<file path="src/rtl/gbt_link_ctrl.sv">
// GBT bank bring-up and supervision sequencer (MGMT frame clock domain).
// Sequences general reset, TX lock, RX reset, RX lock and a stability window,
// then supervises the link and re-sequences on timeout or loss.
module gbt_link_ctrl #(
  parameter int RST_CYCLES    = 16,
  parameter int LOCK_TIMEOUT  = 4000000,
  parameter int STABLE_CYCLES = 40000
) (
  input  logic        clk_ik,
  input  logic        rstn_ir,
  input  logic        enable_i,
  input  logic        tx_ready_i,
  input  logic        rx_ready_i,
  input  logic        los_i,
  input  logic        clr_cnt_i,
  output logic        gen_rst_o,
  output logic        rx_rst_o,
  output logic        sfp_txdisable_o,
  output logic        flag_clr_o,
  output logic        link_up_o,
  output logic [2:0]  state_o,
  output logic [7:0]  retry_cnt_o,
  output logic [15:0] loss_cnt_o
);

  localparam int MAX_A = (RST_CYCLES > LOCK_TIMEOUT) ? RST_CYCLES : LOCK_TIMEOUT;
  localparam int MAX_P = (MAX_A > STABLE_CYCLES) ? MAX_A : STABLE_CYCLES;
  localparam int TW    = $clog2(MAX_P) + 1;

  localparam logic [TW-1:0] RST_T    = TW'(RST_CYCLES);
  localparam logic [TW-1:0] LOCK_T   = TW'(LOCK_TIMEOUT);
  localparam logic [TW-1:0] STABLE_T = TW'(STABLE_CYCLES);
  localparam logic [TW-1:0] ONE_T    = TW'(1);

  typedef enum logic [2:0] {
    S_DISABLED = 3'd0,
    S_GEN_RST  = 3'd1,
    S_WAIT_TX  = 3'd2,
    S_RX_RST   = 3'd3,
    S_WAIT_RX  = 3'd4,
    S_STABLE   = 3'd5,
    S_UP       = 3'd6
  } state_t;

  state_t          state_q, state_d;
  logic [TW-1:0]   timer_q, timer_d;
  logic [7:0]      retry_q, retry_d;
  logic [15:0]     loss_q, loss_d;
  logic            retry_inc, loss_inc;
  logic            gen_rst_q, gen_rst_d;
  logic            rx_rst_q, rx_rst_d;
  logic            txdis_q, txdis_d;
  logic            flag_clr_q, flag_clr_d;
  logic            link_up_q, link_up_d;
  logic            rx_good;

  function automatic logic [7:0] sat_inc8(input logic [7:0] v);
    return (v == 8'hFF) ? v : v + 8'd1;
  endfunction

  function automatic logic [15:0] sat_inc16(input logic [15:0] v);
    return (v == 16'hFFFF) ? v : v + 16'd1;
  endfunction

  assign rx_good = rx_ready_i & ~los_i;

  // Next-state, timer, counter-increment and registered-output decode
  always_comb begin
    state_d   = state_q;
    timer_d   = timer_q;
    retry_inc = 1'b0;
    loss_inc  = 1'b0;
    if (!enable_i) begin
      state_d = S_DISABLED;
    end else begin
      case (state_q)
        S_DISABLED: begin
          state_d = S_GEN_RST;
          timer_d = RST_T;
        end
        S_GEN_RST: begin
          if (timer_q <= ONE_T) begin
            state_d = S_WAIT_TX;
            timer_d = LOCK_T;
          end else begin
            timer_d = timer_q - ONE_T;
          end
        end
        S_WAIT_TX: begin
          if (tx_ready_i) begin
            state_d = S_RX_RST;
            timer_d = RST_T;
          end else if (timer_q <= ONE_T) begin
            state_d   = S_GEN_RST;
            timer_d   = RST_T;
            retry_inc = 1'b1;
          end else begin
            timer_d = timer_q - ONE_T;
          end
        end
        S_RX_RST: begin
          if (!tx_ready_i) begin
            state_d = S_GEN_RST;
            timer_d = RST_T;
          end else if (timer_q <= ONE_T) begin
            state_d = S_WAIT_RX;
            timer_d = LOCK_T;
          end else begin
            timer_d = timer_q - ONE_T;
          end
        end
        S_WAIT_RX: begin
          if (!tx_ready_i) begin
            state_d = S_GEN_RST;
            timer_d = RST_T;
          end else if (rx_good) begin
            state_d = S_STABLE;
            timer_d = STABLE_T;
          end else if (los_i) begin
            // No fibre: wait indefinitely without counting a retry
            timer_d = LOCK_T;
          end else if (timer_q <= ONE_T) begin
            state_d   = S_GEN_RST;
            timer_d   = RST_T;
            retry_inc = 1'b1;
          end else begin
            timer_d = timer_q - ONE_T;
          end
        end
        S_STABLE: begin
          if (!tx_ready_i) begin
            state_d = S_GEN_RST;
            timer_d = RST_T;
          end else if (!rx_good) begin
            state_d = S_RX_RST;
            timer_d = RST_T;
          end else if (timer_q <= ONE_T) begin
            state_d = S_UP;
          end else begin
            timer_d = timer_q - ONE_T;
          end
        end
        S_UP: begin
          if (!tx_ready_i) begin
            state_d  = S_GEN_RST;
            timer_d  = RST_T;
            loss_inc = 1'b1;
          end else if (!rx_good) begin
            state_d  = S_RX_RST;
            timer_d  = RST_T;
            loss_inc = 1'b1;
          end
        end
        default: state_d = S_DISABLED;
      endcase
    end

    gen_rst_d  = (state_d == S_DISABLED) || (state_d == S_GEN_RST);
    rx_rst_d   = (state_d == S_RX_RST);
    txdis_d    = (state_d == S_DISABLED);
    link_up_d  = (state_d == S_UP);
    flag_clr_d = (state_d == S_UP) && (state_q != S_UP);

    // Clear wins over a simultaneous increment
    if (clr_cnt_i) begin
      retry_d = 8'd0;
      loss_d  = 16'd0;
    end else begin
      retry_d = retry_inc ? sat_inc8(retry_q) : retry_q;
      loss_d  = loss_inc ? sat_inc16(loss_q) : loss_q;
    end
  end

  // State, timer, counters and outputs register with synchronous active-low reset
  always_ff @(posedge clk_ik) begin
    if (!rstn_ir) begin
      state_q    <= S_DISABLED;
      timer_q    <= '0;
      retry_q    <= 8'd0;
      loss_q     <= 16'd0;
      gen_rst_q  <= 1'b1;
      rx_rst_q   <= 1'b0;
      txdis_q    <= 1'b1;
      flag_clr_q <= 1'b0;
      link_up_q  <= 1'b0;
    end else begin
      state_q    <= state_d;
      timer_q    <= timer_d;
      retry_q    <= retry_d;
      loss_q     <= loss_d;
      gen_rst_q  <= gen_rst_d;
      rx_rst_q   <= rx_rst_d;
      txdis_q    <= txdis_d;
      flag_clr_q <= flag_clr_d;
      link_up_q  <= link_up_d;
    end
  end

  assign gen_rst_o       = gen_rst_q;
  assign rx_rst_o        = rx_rst_q;
  assign sfp_txdisable_o = txdis_q;
  assign flag_clr_o      = flag_clr_q;
  assign link_up_o       = link_up_q;
  assign state_o         = state_q;
  assign retry_cnt_o     = retry_q;
  assign loss_cnt_o      = loss_q;

endmodule

</file>
<file path="config.mk">
export PLATFORM = sky130hd
export DESIGN_NAME = gbt_link_ctrl
export DESIGN_NICKNAME = d
export VERILOG_FILES = /design/src/rtl/gbt_link_ctrl.sv
export SDC_FILE = /design/constraint.sdc
export NUM_CORES = 1
export LEC_CHECK = 0
export ABC_AREA = 1
export BUFFER_PORTS_ARGS = -buffer_cell sky130_fd_sc_hd__buf_2
export CAP_MARGIN = 15
export CORE_MARGIN = 1.5
export CORE_UTILIZATION = 55
export DETAILED_ROUTE_END_ITERATION = 7
export HOLD_SLACK_MARGIN = 0.1
export PLACE_DENSITY = 0.81
export SYNTH_ARGS = -nofsm -noshare
export SYNTH_HDL_FRONTEND = slang
export SYNTH_SLANG_ARGS = --single-unit
</file>
<file path="constraint.sdc">
create_clock -name clk_ik -period 2.1 [get_ports clk_ik]
set_input_delay 0 -clock clk_ik [delete_from_list [all_inputs] [get_ports clk_ik]]
set_output_delay 0 -clock clk_ik [all_outputs]
set_load 0.01 [all_outputs]
</file>
# Yosys cells after proc, flatten, opt, wreduce, memory -nomap -nowiden
# Cells that the tools add are included.
dict set report totals {
  input_bits 7
  regBits 55
  word_cells 80
  out_inout_bits 32
  romBits 0
  mem_bits_rw 0
  mem_count 0
  latch_bits 0
}
dict set report op_classes {
  n_div 0
  magnitude_cmp 1
  bitwise_logic 5
  mux 39
  eq_ne 14
  multipliers 0
  shifts 0
  addsub 3
  reduce_logical 9
}
# operator count
set ops {}
lappend ops {{23-bit two-way mux} 12}
lappend ops {{23-bit case mux with 7 select lines} 1}
lappend ops {{3-bit two-way mux} 14}
lappend ops {{23-bit by 1-bit <= comparator with 1-bit output, second input constant} 1}
lappend ops {{23-bit by 1-bit subtractor with 23-bit output, second input constant} 1}
lappend ops {{3-bit case mux with 7 select lines} 1}
lappend ops {{16-bit by 1-bit adder with 16-bit output, second input constant} 1}
lappend ops {{16-bit == test, second input constant} 1}
lappend ops {{3-bit == test, second input constant} 4}
lappend ops {{1-bit two-way mux} 10}
lappend ops {{3-bit by 2-bit == test with 1-bit output, second input constant} 3}
lappend ops {{8-bit by 1-bit adder with 8-bit output, second input constant} 1}
lappend ops {{8-bit == test, second input constant} 1}
lappend ops {{7-bit nonzero test} 1}
lappend ops {{3-bit by 1-bit == test with 1-bit output, second input constant} 2}
lappend ops {{3-bit logical NOT} 2}
lappend ops {{3-bit != test, second input constant} 2}
lappend ops {{4-bit != test, second input constant} 1}
lappend ops {{1-bit NOT} 4}
lappend ops {{2-bit AND reduction} 2}
lappend ops {{4-bit AND reduction} 1}
lappend ops {{1-bit case mux with 2 select lines} 1}
lappend ops {{2-bit OR reduction} 1}
lappend ops {{1-bit AND} 1}
lappend ops {{other kinds (2)} 2}

# Logic depth before layout (Yosys ltp)
dict set report depth {
  word_depth 9
  depth_mapped 15
  depth_no_buf 14
}

# Least setup slack after synthesis
# Ideal clock, no wire load.
dict set report synth_timing {
  path_kind {register -> register}
  startpoint {reg state_q[1] (netlist: state_o[1])}
  endpoint {reg retry_q[4] (netlist: retry_cnt_o[4])}
  setup_slack_ps 486
  t_required_ps 1984
  t_arrival_ps 1498
  period_less_slack_ps 1614
  path_stages_with_launch 12
  setup_ps 116
  path_buffers 1
  cell_sequence {dfxtp_1 -> buf_2 -> nor2_2 -> nand2_1 -> a21oi_1 -> nand2_1 -> nor2_2 -> nand2_4 -> nor3_2 -> nand2_1 -> nand2_1 -> a21oi_1}
}
dict set report synth_between {
  elab_chain_cells 4
  word_cells_on_any_way 5
  cone_classes {eq/ne (2); mux (2); reduce/logical (1)}
}
# item line
set synth_rtl {}
lappend synth_rtl {{start, declared} 45} ;# state_t state_q, state_d;
lappend synth_rtl {{start signal, assigned} 187} ;# state_q <= state_d;
lappend synth_rtl {{3-bit == test / 3-bit by 2-bit == test with 1-bit output (equally long branches)} 76} ;# case (state_q)
lappend synth_rtl {{1-bit case mux with 2 select lines *} 76}
lappend synth_rtl {{1-bit two-way mux *} 73} ;# if (!enable_i) begin
lappend synth_rtl {{2-bit AND reduction (no source line) *} --}
lappend synth_rtl {{end signal, assigned} 189} ;# retry_q <= retry_d;
lappend synth_rtl {{end, declared} 47} ;# logic [7:0] retry_q, retry_d;
# Mark *: on every way between the ends. The rest lies on a longest branch, timed or not.
# A chain may end at the register's enable or synchronous reset.

# Worst setup path after layout
dict set report layout_timing {
  startpoint {reg timer_q[9]}
  endpoint {reg flag_clr_q (netlist: flag_clr_o)}
}
dict set report layout_between {
  elab_chain_cells 9
  word_cells_on_any_way 16
  cone_classes {order compare (1); eq/ne (1); mux (13); reduce/logical (1)}
}
# item line
set layout_rtl {}
lappend layout_rtl {{start, declared} 46} ;# logic [TW-1:0] timer_q, timer_d;
lappend layout_rtl {{start signal, assigned} 188} ;# timer_q <= timer_d;
lappend layout_rtl {{23-bit by 1-bit <= comparator with 1-bit output *} --}
lappend layout_rtl {{3-bit two-way mux} {93, 122}}
lappend layout_rtl {{3-bit two-way mux} 119} ;# end else if (los_i) begin
lappend layout_rtl {{3-bit two-way mux} 116} ;# end else if (rx_good) begin
lappend layout_rtl {{3-bit two-way mux} 113} ;# if (!tx_ready_i) begin
lappend layout_rtl {{3-bit case mux with 7 select lines *} 76}
lappend layout_rtl {{3-bit two-way mux *} 73}
lappend layout_rtl {{3-bit == test *} 162} ;# flag_clr_d = (state_d == S_UP) && (state_q != S_UP);
lappend layout_rtl {{1-bit logical AND *} 162}
lappend layout_rtl {{end signal, assigned} 194} ;# flag_clr_q <= flag_clr_d;
lappend layout_rtl {{end, declared} 53} ;# logic flag_clr_q, flag_clr_d;
# Marks and branches as above.

==> flow_summary_export.csv <==
group,metric,value,unit
clocking,cts_buffers,5,
yosys,syn_area,0.00358,sq mm
layout,fillCellCount,568,
layout,drive_gt1_share,18.9,%
layout,antenna_cells,0,
setup_path,critical_path_required,2.36,ns
grt,antenna_found_initial,0,
floorplanning,die_h,83.7,um
run_status,status,"complete, no violations",
sta,clock_skew,0.0105,ns
sta,tightestPinTransition,0.448,ns
floorplanning,core_area,0.00631,sq mm
pwr,p_leak,0.00189,uW
clocking,htreeDepth,2,
job,drv_cap,0,
yosys,synth.area.top_cells,"dfxtp_1, nand2_1, nor2_1, inv_1, a21oi_1",
grt,grt_usage,24.9,%
yosys,yosys.area.top_type_share,30.7,%
floorplanning,fp-row-count,29,
clocking,insertion_delay,0.32,ns
sta,max_freq,511,MHz
sta,hold_viol,0,
floorplanning,die_x,83.7,um
drt,wl_per_cell,12.6,um
layout,nets,618,
drt,routed_wl,8600,um
floorplanning,start_util,56.7,%
setup_path,arrival,2.22,ns
drt,drt_iter0_markers,199,
layout,stdcell_count,685,
sta,post-route-period-util,93.2,%
clocking,cts.sinks,55,
place,place.gp.congestion,0.949,
setup_path,cp-start-kind,"flop",
sta,setup_viol_count_final,0,
place,preCtsSetupSlack,0.126,ns
setup_path,worstPathMaxFanout,7,
sta,setup_tns,0,ns
min_path,hp-class,"primary input to flop",
floorplanning,dieArea,0.00701,sq mm
setup_path,path_class,"flop to flop",
yosys,synth_largest_area_cell,"dfxtp_1",
setup_path,cp-end-kind,"flop",
pwr,power_density,615,mW/mm^2
layout,area_growth,11.9,%
sta,period_needed,1.96,ns
sta,setup_ws,0.143,ns
grt,grt_pass1_wl,14800,um
floorplanning,boundaryPins,39,
yosys,avgSynthCellArea,6.40,sq um
drt,ant_nets,0,
yosys,ys_types,42,
grt,grt_overflow,0,
clocking,clockBufferDepth,2,
sta,rsz0062_at_grt,"no",
clocking,cts-root-buf,"clkbuf_8",
sta,finalMaxSlewViolations,0,
grt,grt_start_max_net_pins,24,
clocking,clkTransAtPathRegs,0.10,ns
grt,grt_pass1_vias,3442,
place,dp.cells,671,
drt,drc,0,
drt,dr.pass1.iters,5,
yosys,synth_seq_cells,55,
yosys,ys_seq_area_share,30.7,%
yosys,ys_warn_count,0,
place,hpwl,6480,um
place,numPortBuffers,38,
pwr,ir_worst_vdd,431,uV
drt,route.vias.total,3694,
clocking,tritoncts,"built",
yosys,synth_fp_nets,571,
sta,relSlewSlack,70.1,%
yosys,synthCells,560,
drt,vias_per_cell,5.39,
-- kinds of logic (layout without fill, tap and decap cells) --
group	after synthesis	in the layout	synth area share [%]
xor gates and xnor gates	13	13	3.18
buffers and inverters	82	130	9.54
and+or+nand+nor	338	338	44.8
DFF	55	55	30.7
adders and majority gates	4	4	1.40
AOI/OAI and AO/OA	68	68	10.4
-- report_power, final --
group | switching [uW] | internal [uW] | leakage, uW
Sequential | 40.5 | 1070 | 0.000445
Clock | 373 | 277 | 0.0000522
Combinational | 450 | 252 | 0.00139
Total | 864 | 1600 | 0.00189
-- per-layer routing --
metal,track usage [%],part of all wire [%],up-vias
li1,-,-,1873
met1,30.7,45,1697
met2,43.5,48,104
met3,4.15,4.5,20
met4,9.09,2.1,0
met5,0,0,-
-- what timing repair did --
item	CTS	global route
resized for setup	0	5
buffers inserted	0	4
hold buffers	2	0
hold endpoints to repair	10	0
setup endpoints to repair	0	9
-- final timing paths --
kind         slack, ns      startpoint              to  cells past startpoint
max               0.14      timer_q[9]      flag_clr_o                     13
max reg2reg       0.14      timer_q[9]      flag_clr_o                     13
min               0.13        enable_i       gen_rst_o                      4
min reg2reg       0.47  retry_cnt_o[4]  retry_cnt_o[4]                      2
-- registers in the layout, indices dropped and copies added, names as in the netlist --
name and flops:
flag_clr_o 1, sfp_txdisable_o 1, state_o 3, link_up_o 1
rx_rst_o 1, loss_cnt_o 16, timer_q 23, retry_cnt_o 8
gen_rst_o 1
-- critical path: stages, from the launching register on --
cell and delay [ns]:
dfxtp_1 0.37, nor2_4 0.13, nand2_1 0.12, nor2_2 0.16, nand3_2 0.18, nand2_4 0.16, buf_4 0.13, buf_4 0.15
a21oi_1 0.09, nand2_2 0.09, inv_2 0.05, nor2_4 0.08, nand2_2 0.08, nor2_2 0.09
-- placed cells by master (no fill, tap or decap), types with 3 or more instances in the layout --
master,n
nor4_1,3
buf_4,9
ha_1,4
nand2_1,161
nor2_4,8
inv_1,60
nor2_1,72
nor3_2,3
inv_2,10
nand3_2,6
o21ai_0,15
a21oi_1,33
inv_6,3
dfxtp_1,55
xor2_1,9
nand4_1,10
nand3_1,30
clkbuf_8,6
buf_2,38
nand2_2,8
o21ai_1,10
a31oi_1,3
nor3_1,11
xnor2_1,4
nor2_2,12
nand2_4,5
-- final cells by class --
class,count,area [sq um],share of cell area (%)
clock buffer,6,82.6,2.06
clock inverter,2,17.5,0.437
inverter,73,280,6.99
multi-input combinational,423,2150,53.7
sequential,55,1100,27.5
tap,77,96.3,2.40
timing repair buffer,49,278,6.93
-- per-stage QoR --
stage	utilization, %	area [sq um]	power [uW]	hold slack, ns
2_1_floorplan	-	3580	1670	0.138
3_3_place_gp	60.9	3840	1760	0.301
3_5_place_dp	60.9	3840	1780	0.314
4_1_cts	62.8	3960	2420	0.123
5_1_grt	63.5	4010	2600	0.151
6_report	63.5	4010	2470	0.127
-- cells in the mapped netlist, drive strengths merged --
library cell	n
nand2	175
nor2	92
inv	71
dfxtp	55
nand3	36
a21oi	35
o21ai	25
nor3	15
nand4	10
xor2	9
buf	7
ha	4
xnor2	4
a31oi	3
nor3b	3
nor4	3
clkbuf	2
clkinv	2
nand3b	2
o21a	2
and2	1
and3	1
o211ai	1
o21bai	1
o31ai	1
No activity file was read; power rests on OpenSTA's default activity.
